## src/rtl/uart_pkg.sv

```systemverilog
// ============================================================================
// Module   : uart_pkg
// Purpose  : Shared types and helpers for the configurable UART transmitter.
// Revision : 1.0 - initial release
// ============================================================================
`default_nettype none

package uart_pkg;

  typedef enum logic [1:0] {
    PAR_NONE = 2'd0,
    PAR_ODD  = 2'd1,
    PAR_EVEN = 2'd2
  } parity_t;

  typedef enum logic [2:0] {
    IDLE  = 3'd0,
    START = 3'd1,
    DATA  = 3'd2,
    PAR   = 3'd3,
    STOP  = 3'd4
  } state_t;

  // Wide enough to index up to 9 payload bits or 2 stop bits.
  localparam int unsigned C_BIT_CNT_W = 4;

  // Takes the XOR of the payload and returns the bit to put on the line.
  function automatic logic parity_bit(input logic xor_of_data, input parity_t mode);
    return (mode == PAR_ODD) ? ~xor_of_data : xor_of_data;
  endfunction

endpackage

`default_nettype wire

```

## src/rtl/uart_baud_gen.sv

```systemverilog
// ============================================================================
// Module   : uart_baud_gen
// Purpose  : Bit-period timer; one-cycle tick every CLKS_PER_BIT clocks.
// Revision : 1.0 - initial release
// ============================================================================
`default_nettype none

module uart_baud_gen #(
  parameter int unsigned CLKS_PER_BIT = 16
) (
  input  logic clk,
  input  logic rst,
  input  logic clr,
  output logic tick
);

  localparam int unsigned C_W = (CLKS_PER_BIT > 1) ? $clog2(CLKS_PER_BIT) : 1;
  localparam logic [C_W-1:0] C_LAST = C_W'(CLKS_PER_BIT - 1);

  logic [C_W-1:0] cnt_q;
  logic [C_W-1:0] cnt_d;

  // Held at zero while cleared so the first bit of a frame gets a full period.
  assign tick = !clr && (cnt_q == C_LAST);

  always_comb begin
    cnt_d = cnt_q;
    if (clr || tick) begin
      cnt_d = '0;
    end else begin
      cnt_d = cnt_q + C_W'(1);
    end
  end

  always_ff @(posedge clk) begin
    if (!rst) begin
      cnt_q <= '0;
    end else begin
      cnt_q <= cnt_d;
    end
  end

endmodule

`default_nettype wire

```

## src/rtl/uart_xmit_cfg.sv

```systemverilog
// ============================================================================
// Module   : uart_xmit_cfg
// Purpose  : Configurable UART transmitter; UART_XMIT_FIFO_EN adds a TX FIFO.
// Revision : 1.0 - initial release
// ============================================================================
`default_nettype none

import uart_pkg::*;

module uart_xmit_cfg #(
  parameter int unsigned CLK_FREQ   = 100_000_000,
  parameter int unsigned BAUD_RATE  = 9600,
  parameter int unsigned DATA_BITS  = 8,
  parameter parity_t     PARITY     = PAR_NONE,
  parameter int unsigned STOP_BITS  = 1,
  parameter int unsigned FIFO_DEPTH = 16
) (
  input  logic                 clk100MHz,
  input  logic                 rst,
  input  logic                 valid,
  input  logic [DATA_BITS-1:0] data,
  output logic                 rdy,
  output logic                 txd,
  output logic                 busy
);

  localparam int unsigned CLKS_PER_BIT = CLK_FREQ / BAUD_RATE;
  localparam logic [C_BIT_CNT_W-1:0] C_LAST_DATA = C_BIT_CNT_W'(DATA_BITS - 1);
  localparam logic [C_BIT_CNT_W-1:0] C_LAST_STOP = C_BIT_CNT_W'(STOP_BITS - 1);

  if (DATA_BITS < 5 || DATA_BITS > 9 || STOP_BITS < 1 || STOP_BITS > 2 ||
      FIFO_DEPTH < 2 || (FIFO_DEPTH & (FIFO_DEPTH - 1)) != 0 ||
      CLKS_PER_BIT < 1) begin : g_bad_cfg
    $error("uart_xmit_cfg: illegal parameter combination");
  end

  state_t                   state_q, state_d;
  logic [C_BIT_CNT_W-1:0]   bit_q, bit_d;
  logic [DATA_BITS-1:0]     sh_q, sh_d;
  logic                     par_q, par_d;
  logic                     txd_q, txd_d;

  logic                     w_tick;
  logic                     w_avail;
  logic                     w_load;
  logic [DATA_BITS-1:0]     w_word;

  uart_baud_gen #(
    .CLKS_PER_BIT(CLKS_PER_BIT)
  ) u_baud (
    .clk  (clk100MHz),
    .rst  (rst),
    .clr  (state_q == IDLE),
    .tick (w_tick)
  );

`ifdef UART_XMIT_FIFO_EN
  localparam int unsigned C_AW = $clog2(FIFO_DEPTH);
  localparam logic [C_AW:0] C_DEPTH = (C_AW + 1)'(FIFO_DEPTH);

  logic [DATA_BITS-1:0] mem_q [FIFO_DEPTH];
  logic [C_AW:0]        wptr_q, rptr_q;
  logic                 w_full;
  logic                 w_push;

  // Pointers carry one extra wrap bit so full and empty are distinguishable.
  assign w_full  = (wptr_q - rptr_q) == C_DEPTH;
  assign rdy     = rst && !w_full;
  assign w_push  = valid && rdy;
  assign w_avail = (wptr_q != rptr_q);
  assign w_word  = mem_q[rptr_q[C_AW-1:0]];

  always_ff @(posedge clk100MHz) begin
    if (!rst) begin
      wptr_q <= '0;
      rptr_q <= '0;
    end else begin
      if (w_push) wptr_q <= wptr_q + (C_AW + 1)'(1);
      if (w_load) rptr_q <= rptr_q + (C_AW + 1)'(1);
    end
  end

  always_ff @(posedge clk100MHz) begin
    if (w_push) mem_q[wptr_q[C_AW-1:0]] <= data;
  end
`else
  // Without a FIFO the shift register is the only storage: one word per frame.
  assign rdy     = rst && (state_q == IDLE);
  assign w_avail = valid && rdy;
  assign w_word  = data;
`endif

  always_comb begin
    state_d = state_q;
    bit_d   = bit_q;
    sh_d    = sh_q;
    par_d   = par_q;
    w_load  = 1'b0;
    txd_d   = 1'b1;

    case (state_q)
      IDLE: begin
        if (w_avail) w_load = 1'b1;
      end
      START: begin
        if (w_tick) begin
          state_d = DATA;
          bit_d   = '0;
        end
      end
      DATA: begin
        if (w_tick) begin
          if (bit_q == C_LAST_DATA) begin
            bit_d   = '0;
            state_d = (PARITY == PAR_NONE) ? STOP : PAR;
          end else begin
            bit_d = bit_q + C_BIT_CNT_W'(1);
            sh_d  = sh_q >> 1;
          end
        end
      end
      PAR: begin
        if (w_tick) begin
          state_d = STOP;
          bit_d   = '0;
        end
      end
      STOP: begin
        if (w_tick) begin
          if (bit_q == C_LAST_STOP) begin
            if (w_avail) w_load = 1'b1;
            else         state_d = IDLE;
          end else begin
            bit_d = bit_q + C_BIT_CNT_W'(1);
          end
        end
      end
      default: state_d = IDLE;
    endcase

    if (w_load) begin
      state_d = START;
      bit_d   = '0;
      sh_d    = w_word;
      par_d   = parity_bit(^w_word, PARITY);
    end

    // Line level follows the next state so txd is a clean register output.
    case (state_d)
      START:   txd_d = 1'b0;
      DATA:    txd_d = sh_d[0];
      PAR:     txd_d = par_d;
      default: txd_d = 1'b1;
    endcase
  end

  always_ff @(posedge clk100MHz) begin
    if (!rst) begin
      state_q <= IDLE;
      bit_q   <= '0;
      sh_q    <= '0;
      par_q   <= 1'b0;
      txd_q   <= 1'b1;
    end else begin
      state_q <= state_d;
      bit_q   <= bit_d;
      sh_q    <= sh_d;
      par_q   <= par_d;
      txd_q   <= txd_d;
    end
  end

  assign txd  = txd_q;
  assign busy = (state_q != IDLE);

endmodule

`default_nettype wire

```

## config.mk

```make
export PLATFORM = sky130hd
export DESIGN_NAME = uart_xmit_cfg
export DESIGN_NICKNAME = d
export VERILOG_FILES = /design/src/rtl/uart_pkg.sv /design/src/rtl/uart_baud_gen.sv /design/src/rtl/uart_xmit_cfg.sv
export SDC_FILE = /design/constraint.sdc
export NUM_CORES = 1
export LEC_CHECK = 0
export ABC_AREA = 0
export BUFFER_PORTS_ARGS = -buffer_cell sky130_fd_sc_hd__clkbuf_2
export CAP_MARGIN = 20
export CORE_MARGIN = 2
export CORE_UTILIZATION = 57
export CTS_BUF_LIST = sky130_fd_sc_hd__clkbuf_4
export DETAILED_ROUTE_END_ITERATION = 6
export GPL_TIMING_DRIVEN = 0
export HOLD_SLACK_MARGIN = 0.02
export PLACE_DENSITY = 0.77
export SLEW_MARGIN = 5
export SYNTH_ARGS = -nofsm -noshare
export SYNTH_HDL_FRONTEND = slang
export SYNTH_HIERARCHICAL = 1
export SYNTH_SLANG_ARGS = --single-unit
```

## constraint.sdc

```tcl
create_clock -name clk100MHz -period 3.76 [get_ports clk100MHz]
set_input_delay 0.376 -clock clk100MHz [delete_from_list [all_inputs] [get_ports clk100MHz]]
set_output_delay 0.376 -clock clk100MHz [all_outputs]
set_load 0.1 [all_outputs]
```

Word level (Yosys, flattened, before mapping)
Index checks and enable logic that the tools add are counted.

operators by class
  mux-type cells = 25
  reduce and logical (&&, ||, !) cells = 17
  equality and inequality tests = 14
  $add $sub $neg = 2
  bitwise logic cells = 1

operators with widths
  kind                                                             count
  8-bit 2-to-1 mux                                                 4
  3-bit 2-to-1 mux                                                 8
  4-bit 2-to-1 mux                                                 5
  3-bit one-hot mux with 5 select lines                            1
  14-bit by 1-bit adder with 14-bit output, second input constant  1
  14-bit == test, second input constant                            1
  3-bit by 2-bit == test with 1-bit output, second input constant  4
  4-bit one-hot mux with 3 select lines                            1
  8-bit XOR reduction                                              1
  3-bit by 1-bit == test with 1-bit output, second input constant  2
  2-bit by 1-bit != test with 1-bit output, second input constant  3
  3-bit nonzero test                                               2
  2-bit OR reduction                                               3
  5-bit AND reduction                                              1
  4-bit by 1-bit adder with 4-bit output, second input constant    1
  4-bit by 3-bit == test with 1-bit output, second input constant  1
  4-bit logical NOT                                                1
  1-bit 2-to-1 mux                                                 4
  2-bit != test, second input constant                             2
  2-bit nonzero test                                               2
  3-bit == test, second input constant                             1
  1-bit logical AND                                                3
  3-bit logical NOT                                                1
  1-bit one-hot mux with 3 select lines                            1
  5 further kinds                                                  5

word-level totals
  word-level logic and storage cells = 66
  bits in registers = 31
  output and inout bits = 3

Logic depth before layout (Yosys ltp)
Gate-level depths: netlist of run 1.

  depth in word-level cells = 10
  depth in mapped cells = 9

By module
The synthesis of run 1 kept the hierarchy.

modules (own cells, without submodules)
  module         instances  area each (um^2)  cells an instance
  uart_xmit_cfg  1          944.7             116
  uart_baud_gen  1          629.4             69

Least setup slack after synthesis of run 1
OpenSTA, ideal clock, no wires.

  path kind = register to register
  start point = register u_baud.cnt_q[10]
  end point = register txd_q (netlist: txd)
  slack = 1169 ps
  stages on the path, launching flop included = 9
  setup time = 124 ps
  arrival time = 2466 ps
  period minus slack after synthesis = 2591 ps
  required time = 3636 ps
  buffers on the path = 1
  path through = dfxtp_1 or4b_1 or4_4 nor2_1 nand2_1 or4_1 clkbuf_1 mux2i_1 o21ai_0

on the way
  word-level cells in the longest chain between the ends = 7

RTL lines
  element                                                                                               RTL line              text
  start: declaration                                                                                    uart_baud_gen.sv:20   logic [C_W-1:0] cnt_q;
  start signal: assignment                                                                              uart_baud_gen.sv:39   cnt_q <= cnt_d;
  14-bit == test *                                                                                      uart_baud_gen.sv:24   assign tick = !clr && (cnt_q == C_LAST);
  1-bit logical AND *                                                                                   uart_baud_gen.sv:24
  via w_tick                                                                                            uart_xmit_cfg.sv:43   logic w_tick;
  3-bit 2-to-1 mux, or another cell as far along                                                        uart_xmit_cfg.sv:129  if (w_tick) begin
  3-bit one-hot mux with 5 select lines or 1-bit one-hot mux with 2 select lines (tied branches)        uart_xmit_cfg.sv:101  case (state_q)
  3-bit 2-to-1 mux                                                                                      uart_xmit_cfg.sv:141  if (w_load) begin
  3-bit by 2-bit == test with 1-bit output or 3-bit by 1-bit == test with 1-bit output (tied branches)  uart_xmit_cfg.sv:149  case (state_d)
  1-bit one-hot mux with 3 select lines *                                                               uart_xmit_cfg.sv:149
  end signal: assignment                                                                                uart_xmit_cfg.sv:169  txd_q <= txd_d;
  end: declaration                                                                                      uart_xmit_cfg.sv:41   logic txd_q, txd_d;

Mark *: on every way through the listed nets, which the timed path passes. The rest lies on a longest branch. The select of a mux whose other input is x is not followed.
A chain may end at the register's enable or synchronous reset.

Worst setup path after layout of run 1
  start point = register u_baud.cnt_q[10]
  end point = register sh_q[5]

on the way
  word-level cells in the longest chain between the ends = 6

RTL lines
  element                                                        RTL line              text
  14-bit == test *                                               uart_baud_gen.sv:24
  1-bit logical AND *                                            uart_baud_gen.sv:24
  via w_tick                                                     uart_xmit_cfg.sv:43
  1-bit 2-to-1 mux                                               uart_xmit_cfg.sv:129
  1-bit one-hot mux with 2 select lines                          uart_xmit_cfg.sv:101
  2-bit != test (no line) or 2-bit nonzero test (tied branches)  n/a
  3-bit AND reduction (no line)                                  n/a
  end signal: assignment                                         uart_xmit_cfg.sv:161  sh_q <= '0;
  end signal: assignment                                         uart_xmit_cfg.sv:167  sh_q <= sh_d;
  end: declaration                                               uart_xmit_cfg.sv:39   logic [DATA_BITS-1:0] sh_q, sh_d;

Mark *: on every way through the listed nets, which the timed path passes. The rest lies on a longest branch.

==> results of run 1 <==
## state kept, by name, summed over array words and instances (netlist names)
register	count
u_baud/cnt_q	14
sh_q	8
bit_q	4
state_q	3
par_q	1
txd	1
## metal layers
metal,vias up,routed length (um)
li1,699,-
met5,-,0
met2,25,1390
met1,624,1440
met4,0,57
met3,5,113
## cell type report
class | count | area, um^2 | area share
inverter | 8 | 30.0 | 0.0174
buffer | 9 | 47.5 | 0.0275
clock inverter | 2 | 7.51 | 0.00434
tap | 31 | 38.8 | 0.0224
timing repair buffer | 13 | 65.1 | 0.0376
clock buffer | 6 | 45.0 | 0.0260
multi-input combinational | 137 | 876 | 0.506
sequential | 31 | 621 | 0.359
## stage by stage
| step | cell area (um^2) | power [mW] |
|---|---|---|
| CTS | 1730 | 0.615 |
| global route | 1730 | 0.635 |
| finish | 1730 | 0.610 |
| global placement | 1680 | 0.425 |
| floorplan | 1570 | 0.407 |
| detailed placement | 1680 | 0.427 |
## cells in the final DEF, fill, tap and decap left out, drive strengths merged, types with 2 or more instances in the layout
master  count
a21boi      6
a21oi       8
a22oi       5
and2        4
buf         3
clkbuf     25
clkinv      2
dfxtp      31
ha          3
inv         8
nand2      10
nand3      14
nand4       4
nor2       21
nor3        5
nor3b       2
nor4        2
o21ai      11
o31ai       2
or4         3
or4b        2
xnor2      15
xor2        4
## kinds of logic (layout without fill, tap and decap cells)
family,after synthesis,count (layout),synth area share
AOI/OAI and AO/OA,40,40,0.165
xor gates and xnor gates,19,19,0.106
adders and majority gates,3,3,0.0238
buffers and inverters,17,38,0.0493
DFF,31,31,0.394
muxes,1,1,0.00636
and+or+nand+nor,74,74,0.256
## power breakdown
group          internal, mW  switching, mW  leakage [nW]
combinational        0.0282         0.0507         0.306
clock                0.0764          0.114        0.0307
sequential            0.336        0.00405         0.251
## worst max-delay path, stage by stage, from the launching register on
cell      delay (ns)
dfxtp_1         0.35
or4b_1          0.54
or4_4           0.56
nor2_1          0.17
nand2_1         0.13
nor4_1          0.75
a22oi_1         0.15
a21boi_0        0.21
## worst max path at each step
stage | cells past startpoint | start | end
2_1_floorplan | 8 | u_baud/cnt_q[10]$_SDFF_PP0_ | txd$_SDFF_PN1_
3_3_place_gp | 7 | u_baud/cnt_q[10]$_SDFF_PP0_ | sh_q[5]$_SDFFE_PN0P_
3_5_place_dp | 7 | u_baud/cnt_q[10]$_SDFF_PP0_ | sh_q[5]$_SDFFE_PN0P_
4_1_cts | 7 | u_baud/cnt_q[10]$_SDFF_PP0_ | sh_q[5]$_SDFFE_PN0P_
5_1_grt | 7 | u_baud/cnt_q[10]$_SDFF_PP0_ | sh_q[3]$_SDFFE_PN0P_
6_report | 7 | u_baud/cnt_q[10]$_SDFF_PP0_ | sh_q[5]$_SDFFE_PN0P_
==> impl_metrics.csv, run 1 <==
group,metric,value,unit
status,outcome,"finished, final reports clean",
detailed_routing,wl_per_cell,12.7,um
logic_synthesis,synth_common_cells,"dfxtp_1, nor2_1, xnor2_1, nand3_1, o21ai_0",
hold_path,hold_end,"sh_q[7]$_SDFFE_PN0P_",
final_layout,nFillCells,238,
detailed_routing,drc,0,
clocking,cts-resized-gates,0,
timing,max_clock_freq,0.339,GHz
clocking,cts-root-buf,"clkbuf_4",
logic_synthesis,synth_nets,199,
placed_design,io_buffers,13,
timing,rsz0062_at_grt,"no",
global_route,grt_remaining_overflow,0,
logic_synthesis,yosysUniqueCellTypes,40,
timing,max_slew.worst_pin.slew,0.955,ns
timing,finalHoldViolations,0,
setup_path,end_kind,"register",
logic_synthesis,synth-edff-count,0,
final_layout,nets,219,
timing,period_minus_slack,2.95,ns
setup_path,cp.required,4.02,ns
clocking,clk_pin_slew,0.10,ns
clocking,clockBufferDepth,2,
timing,clock-skew-final,0.0108,ns
logic_synthesis,synth_top_cell_by_area,"dfxtp_1",
placed_design,dp.cells,229,
timing,whs,0.320,ns
floorplan,core,0.00269,mm^2
logic_synthesis,syn-cell-area,0.00157,mm^2
global_route,first_global_vias,1277,
final_layout,postLayoutCoreUtil,0.644,
final_layout,drive_above_1_share,0.121,
setup_path,arrival,3.20,ns
timing,final.period_utilization,0.784,
setup_path,crit_path_start_kind,"register",
setup_path,regToRegSetupSlack,0.81,ns
global_route,grt_pass1_wl,5330,um
logic_synthesis,synth_top_cells_by_area,"dfxtp_1, xnor2_1, nor2_1",
clocking,cts_hold_buffers,0,
final_layout,antenna_cells,0,
floorplan,die-area,0.00320,mm^2
hold_path,hold_path.class,"in2reg",
detailed_routing,num_vias,1353,
logic_synthesis,async_flop_share,0,
logic_synthesis,synth.avg_cell_area,8.51,um^2
floorplan,rows,19,
floorplan,initial_core_util,0.586,
detailed_routing,vias_per_cell,5.71,
setup_path,reg2reg_to,"sh_q[5]$_SDFFE_PN0P_",
detailed_routing,dr.pass1.iters,4,
detailed_routing,ant_nets,0,
logic_synthesis,yosysSeqAreaShare,0.394,
clocking,cts_inserted_buffers,5,
job,cap_violations,0,
timing,slew-limit-headroom,0.358,
global_route,grt_start_max_net_pins,11,
global_route,use_met3,0.0484,
setup_path,reg2reg_from,"u_baud/cnt_q[10]$_SDFF_PP0_",
power_and_ir_drop,power.density,352,mW/mm^2
global_route,antenna_found_initial,0,
clocking,cts_max_level,2,
placed_design,hpwl,2210,um
clocking,clk_latency,0.33,ns
logic_synthesis,ys_ff_latch,31,
logic_synthesis,ys.flop_type,"dfxtp_1",
timing,maxSlewViolCount,0,
power_and_ir_drop,ir_worst_vdd,0.297,mV
hold_path,whs_path_depth,3,
timing,tns,0,ns
final_layout,stdcell_count,237,
detailed_routing,drt_iter0_markers,79,
setup_path,critPathMaxFanout,6,
logic_synthesis,syn_inst,185,
detailed_routing,wl,3010,um
logic_synthesis,ys_warn_count,6,
placed_design,gp_congestion,0.842,
floorplan,die_width,56.6,um
final_layout,area_growth,9.94,%
hold_path,hp-start,"data[7]",
global_route,grt_most_used_layer,"met2",
global_route,grt_util_met1,0.263,
placed_design,dp_slack,0.839,ns
setup_path,worst-setup-path-type,"reg2reg",
logic_synthesis,synth_top_area_frac,0.394,
clocking,clock_sinks,31,
setup_path,r2r_cells,7,
floorplan,die_h,56.6,um
floorplan,design.portCount,14,
power_and_ir_drop,p_leak,0.589,nW
timing,fin_ws,0.814,ns
clocking,post_cts.repair.setup_buffers,0,
global_route,grt.met2_usage,0.336,
logic_synthesis,yosysMostFrequentCell,"dfxtp_1",
clocking,cts_tree,"yes",
global_route,track_usage,0.215,
timing,finalSetupViolations,0,
Note: power is estimated with default switching activity, not from simulation.
==> inputs of run 2 (changes only) <==
--- a/config.mk
+++ b/config.mk
@@ -9,7 +9,7 @@
 export BUFFER_PORTS_ARGS = -buffer_cell sky130_fd_sc_hd__clkbuf_2
 export CAP_MARGIN = 20
 export CORE_MARGIN = 2
-export CORE_UTILIZATION = 57
+export CORE_UTILIZATION = 55
 export CTS_BUF_LIST = sky130_fd_sc_hd__clkbuf_4
 export DETAILED_ROUTE_END_ITERATION = 6
 export GPL_TIMING_DRIVEN = 0
==> constraint.sdc (replaced) <==
create_clock -name clk100MHz -period 2.56 [get_ports clk100MHz]
set_input_delay 0.256 -clock clk100MHz [delete_from_list [all_inputs] [get_ports clk100MHz]]
set_output_delay 0.256 -clock clk100MHz [all_outputs]
set_load 0.1 [all_outputs]
==> run 2 against run 1 <==
Against the previous run:
- the flow now finishes with violations (negative setup slack)
- sequential power increased by 47%
- final area increased by 7.5%
- non-clock buffer count increased by 5
- power increased by 62%
- global-route usage decreased by 0.93 points
- clock power increased by 94%
- worst setup slack got worse by 0.92 ns
- worst hold slack got worse by 0.13 ns
- cell count increased by 2.1%
- critical endpoint is now sh_q[0]$_SDFF_PN0_
- largest cell class unchanged
- largest power group unchanged
==> impl_metrics.csv, run 2 (synthesis results as in run 1) <==
group,metric,value,unit
power_and_ir_drop,p_switching,0.254,mW
setup_path,arrival,2.87,ns
detailed_routing,num_vias,1377,
timing,tns,-0.205,ns
timing,final.period_utilization,1.04,
detailed_routing,drc,0,
detailed_routing,dr.pass1.iters,4,
power_and_ir_drop,p_comb_frac,0.121,
clocking,cts-root-buf,"clkbuf_4",
floorplan,initial_core_util,0.576,
setup_path,end_kind,"register",
power_and_ir_drop,clkPwrFrac,0.374,
floorplan,design.portCount,14,
final_layout,largest_reg_flops,14,
detailed_routing,vias_per_cell,5.69,
final_layout,top_regs,"u_baud/cnt_q (14), sh_q (8), bit_q (4)",
timing,finalSetupViolations,2,
setup_path,crit_path_start_kind,"register",
clocking,clockBufferDepth,2,
setup_path,cp.required,2.77,ns
job,cap_violations,0,
power_and_ir_drop,ir_worst_vdd,0.404,mV
floorplan,die_width,57.5,um
timing,max_clock_freq,0.375,GHz
global_route,track_usage,0.206,
global_route,grt_pass1_wl,5250,um
power_and_ir_drop,power.density,532,mW/mm^2
timing,maxSlewViolCount,0,
detailed_routing,ant_nets,0,
global_route,antenna_found_initial,0,
global_route,grt_start_max_net_pins,11,
timing,finalHoldViolations,0,
clocking,clk_pin_slew,0.10,ns
final_layout,regMostFlops,"u_baud/cnt_q",
placed_design,io_buffers,13,
floorplan,die-area,0.00331,mm^2
clocking,cts_hold_buffers,0,
clocking,clk_latency,0.33,ns
final_layout,final_common_cell,"dfxtp_1",
power_and_ir_drop,p_int,0.736,mW
clocking,cts_inserted_buffers,5,
placed_design,hpwl,2210,um
power_and_ir_drop,swShare,0.256,
final_layout,nets,224,
setup_path,critPathMaxFanout,8,
final_layout,final_cell_mix,"dfxtp_1, nor2_1, xnor2_1, nand3_1, clkbuf_2",
setup_path,worst-setup-path-type,"reg2reg",
timing,fin_ws,-0.104,ns
detailed_routing,drt_iter0_markers,102,
global_route,first_global_vias,1234,
clocking,cts_max_level,2,
detailed_routing,wl,3270,um
floorplan,die_h,57.5,um
status,outcome,"complete, but fails checks",
timing,clock-skew-final,0.00619,ns
timing,max_slew.worst_pin.slew,0.550,ns
timing,rsz0062_at_grt,"yes",
placed_design,gp_congestion,0.846,
clocking,clock_sinks,31,
detailed_routing,wl_per_cell,13.5,um
floorplan,core,0.00273,mm^2
power_and_ir_drop,p_leak,0.643,nW
hold_path,hold_path.class,"in2reg",
final_layout,drive_above_1_share,0.223,
final_layout,antenna_cells,0,
timing,period_minus_slack,2.66,ns
floorplan,rows,19,
power_and_ir_drop,total_power,0.990,mW
global_route,grt_remaining_overflow,0,
clocking,cts_tree,"yes",
power_and_ir_drop,pwr-share-seq,0.505,
timing,slew-limit-headroom,0.632,
status,failed_checks,"negative setup slack",
final_layout,area_growth,18.2,%
==> run 2: changes by cell type in the layout (fill, tap and decap cells not counted), sizes merged <==
cell	change
buf	+7
clkbuf	-3
bufinv	+1
==> run 2: worst paths after layout <==
| path | from | endpoint | slack [ns] | cells past startpoint |
|---|---|---|---|---|
| setup / recovery | u_baud/cnt_q[10]$_SDFF_PP0_ | sh_q[0]$_SDFF_PN0_ | -0.10 | 7 |
| hold / removal | data[7] | sh_q[7]$_SDFFE_PN0P_ | 0.19 | 3 |
| setup reg to reg | u_baud/cnt_q[10]$_SDFF_PP0_ | sh_q[0]$_SDFF_PN0_ | -0.10 | 7 |
| hold reg to reg | sh_q[2]$_SDFFE_PN0P_ | sh_q[2]$_SDFFE_PN0P_ | 0.47 | 2 |
==> run 2: critical path, cell delays in order (launching register included) <==
cell and delay (ns):
dfxtp_2 0.35, or4b_4 0.54, or4_4 0.56, nor2_4 0.16, nand2_2 0.08, or4_4 0.51
mux2i_2 0.25, a21oi_1 0.09
==> run 2: through the flow <==
stage / instances / instance area [um^2] / hold slack (ns) / util / worst slack, ns
6_report: 242 / 1860 / 0.188 / 0.681 / -0.104
5_1_grt: 242 / 1860 / 0.204 / 0.681 / -0.168
4_1_cts: 241 / 1830 / 0.176 / 0.670 / -0.0650
3_5_place_dp: 229 / 1680 / 0.468 / 0.615 / -0.266
3_3_place_gp: 229 / 1680 / 0.450 / 0.615 / -0.220
2_1_floorplan: 185 / 1580 / 0.401 / - / 0.0307
==> run 2: what timing repair did <==
action                     CTS  global route
pin swaps                    1             5
buffers inserted             4             4
gates resized for setup     13            13
setup endpoints to repair   12            12
==> run 2: final cells by class <==
type                       instances  area (um^2)
clock inverter                     3         38.8
sequential                        31          628
buffer                             7         40.0
inverter                           8         30.0
tap                               31         38.8
timing repair buffer              20          118
clock buffer                       5         37.5
multi-input combinational        137          930
fill                             223          873
==> run 2: power by group through the flow <==
stage / Sequential, mW / Clock (mW) / Combinational, mW
final: 0.499 / 0.370 / 0.120
after global routing: 0.501 / 0.400 / 0.130
after CTS: 0.499 / 0.379 / 0.118
after detailed placement: 0.511 / 0 / 0.115
after global placement: 0.510 / 0 / 0.114
after floorplan: 0.519 / 0 / 0.0793
==> run 2: routing by layer <==
metal	vias up	GRT usage	wire length, um
li1	704	-	-
met1	641	0.262	1440
met2	24	0.321	1630
met3	8	0.0658	139
met4	0	0.0864	63
met5	-	0	0
==> inputs of run 3 (changes only) <==
--- a/config.mk
+++ b/config.mk
@@ -15,6 +15,7 @@
 export GPL_TIMING_DRIVEN = 0
 export HOLD_SLACK_MARGIN = 0.02
 export PLACE_DENSITY = 0.77
+export SKIP_CTS_REPAIR_TIMING = 1
 export SLEW_MARGIN = 5
 export SYNTH_ARGS = -nofsm -noshare
 export SYNTH_HDL_FRONTEND = slang
==> run 3 against run 2 <==
Against the previous run:
- the run still ends with negative setup slack left
- first-iteration DRC count shrank 21%
- die area is the same
- combinational power is essentially flat
- power shrank 0.43%
- critical path type unchanged
- largest power group unchanged
==> impl_metrics.csv, run 3 (synthesis results as in run 1) <==
group,metric,value,unit
timing,slew-limit-headroom,0.638,
global_route,grt_pass1_wl,5030,um
placed_design,gp_congestion,0.846,
setup_path,slowest_stage,"or4_4",
final_layout,antenna_cells,0,
clocking,clock_sinks,31,
final_layout,nets,224,
timing,finalSetupViolations,2,
final_layout,largest_reg_flops,14,
timing,maxSlewViolCount,0,
clocking,cts_inserted_buffers,5,
detailed_routing,wl_per_cell,13.2,um
detailed_routing,num_vias,1397,
global_route,track_usage,0.197,
global_route,grt_start_max_net_pins,11,
global_route,antenna_found_initial,0,
timing,max_slew.worst_pin.slew,0.540,ns
placed_design,io_buffers,13,
final_layout,final_common_cell,"dfxtp_1",
setup_path,worst-setup-path-type,"reg2reg",
floorplan,die_h,57.5,um
power_and_ir_drop,ir_worst_vdd,0.396,mV
detailed_routing,dr.pass1.iters,4,
detailed_routing,drt_iter0_markers,81,
clocking,clk_pin_slew,0.10,ns
clocking,cts-root-buf,"clkbuf_4",
final_layout,final_area,0.00186,mm^2
floorplan,initial_core_util,0.576,
power_and_ir_drop,power.density,529,mW/mm^2
floorplan,core,0.00273,mm^2
timing,finalHoldViolations,0,
timing,clock-skew-final,0.00414,ns
final_layout,top_regs,"u_baud/cnt_q (14), sh_q (8), bit_q (4)",
placed_design,dpl_cell_area,0.00168,mm^2
setup_path,max_stage_delay,0.56,ns
detailed_routing,vias_per_cell,5.77,
detailed_routing,ant_nets,0,
final_layout,regMostFlops,"u_baud/cnt_q",
setup_path,cp.required,2.78,ns
hold_path,hold_path.class,"in2reg",
floorplan,rows,19,
power_and_ir_drop,p_leak,0.655,nW
final_layout,postLayoutCoreUtil,0.681,
setup_path,critPathMaxFanout,8,
floorplan,design.portCount,14,
status,outcome,"complete, but fails checks",
clocking,clockBufferDepth,2,
floorplan,die-area,0.00331,mm^2
setup_path,regToRegSetupSlack,-0.09,ns
detailed_routing,drc,0,
setup_path,crit_top_cell,"or4_4",
timing,rsz0062_at_grt,"yes",
setup_path,arrival,2.87,ns
global_route,grt_remaining_overflow,0,
timing,period_minus_slack,2.65,ns
timing,max_clock_freq,0.377,GHz
setup_path,path_cells,"or4b_1 -> or4_4 -> nor2_4 -> nand2_4 -> or4_4 -> buf_6 -> mux2i_2 -> o21ai_1",
clocking,clk_latency,0.33,ns
clocking,cts_max_level,2,
final_layout,area_growth,18.3,%
timing,fin_ws,-0.0901,ns
final_layout,final_cell_mix,"dfxtp_1, nor2_1, xnor2_1, nand3_1, clkbuf_2",
setup_path,crit_path_start_kind,"register",
global_route,first_global_vias,1198,
setup_path,end_kind,"register",
final_layout,drive_above_1_share,0.209,
clocking,cts_tree,"yes",
detailed_routing,wl,3200,um
floorplan,die_width,57.5,um
placed_design,hpwl,2210,um
power_and_ir_drop,total_power,0.985,mW
job,cap_violations,0,
timing,final.period_utilization,1.04,
status,failed_checks,"negative setup slack",
-- run 3: critical path: cells and delay by family (launching register included) --
family	cells	cell delay, ns
AO/OA/AOI/OAI	1	0.10
flip-flops	1	0.35
AND/OR/NAND/NOR	5	1.74
multiplexers	1	0.19
buffers and inverters	1	0.15
-- run 3: layer usage --
| metal | up-vias | global-route usage | part of all wire | wire [um] |
|---|---|---|---|---|
| li1 | 705 | - | - | - |
| met1 | 649 | 0.253 | 0.44 | 1410 |
| met2 | 35 | 0.302 | 0.49 | 1570 |
| met3 | 8 | 0.0612 | 0.051 | 162 |
| met4 | 0 | 0.0930 | 0.017 | 55 |
| met5 | - | 0 | 0 | 0 |
-- run 3: metrics by stage --
step	hold WS (ns)	setup WS, ns	cells	setup TNS, ns
CTS	0.176	-0.307	237	-2.56
global placement	0.450	-0.220	229	-1.64
floorplan	0.401	0.0307	185	0
detailed placement	0.468	-0.266	229	-2.15
finish	0.180	-0.0901	242	-0.180
global route	0.187	-0.171	242	-0.814
-- run 3: path summary, 6_finish.rpt --
check                                           startpoint                    to  depth (start not counted)
worst min register to register        sh_q[3]$_SDFFE_PN0P_  sh_q[3]$_SDFFE_PN0P_                          2
worst max register to register  u_baud/cnt_q[6]$_SDFF_PP0_        txd$_SDFF_PN1_                          8
worst min-delay path                               data[7]  sh_q[7]$_SDFFE_PN0P_                          3
worst max-delay path            u_baud/cnt_q[6]$_SDFF_PP0_        txd$_SDFF_PN1_                          8
-- run 3: where the power goes --
| group | switching, mW | internal [mW] | leakage [nW] |
|---|---|---|---|
| clock | 0.166 | 0.201 | 0.0426 |
| combinational | 0.0764 | 0.0429 | 0.359 |
| sequential | 0.00675 | 0.492 | 0.254 |
| total | 0.249 | 0.736 | 0.655 |
-- run 3: cell type report --
| class | instances | area (um^2) |
|---|---|---|
| Clock buffer | 5 | 37.5 |
| Multi-Input combinational cell | 137 | 923 |
| Clock inverter | 3 | 38.8 |
| Tap cell | 31 | 38.8 |
| Buffer | 9 | 62.6 |
| Timing Repair Buffer | 18 | 103 |
| Sequential cell | 31 | 628 |
| Fill cell | 226 | 872 |
| Inverter | 8 | 30.0 |
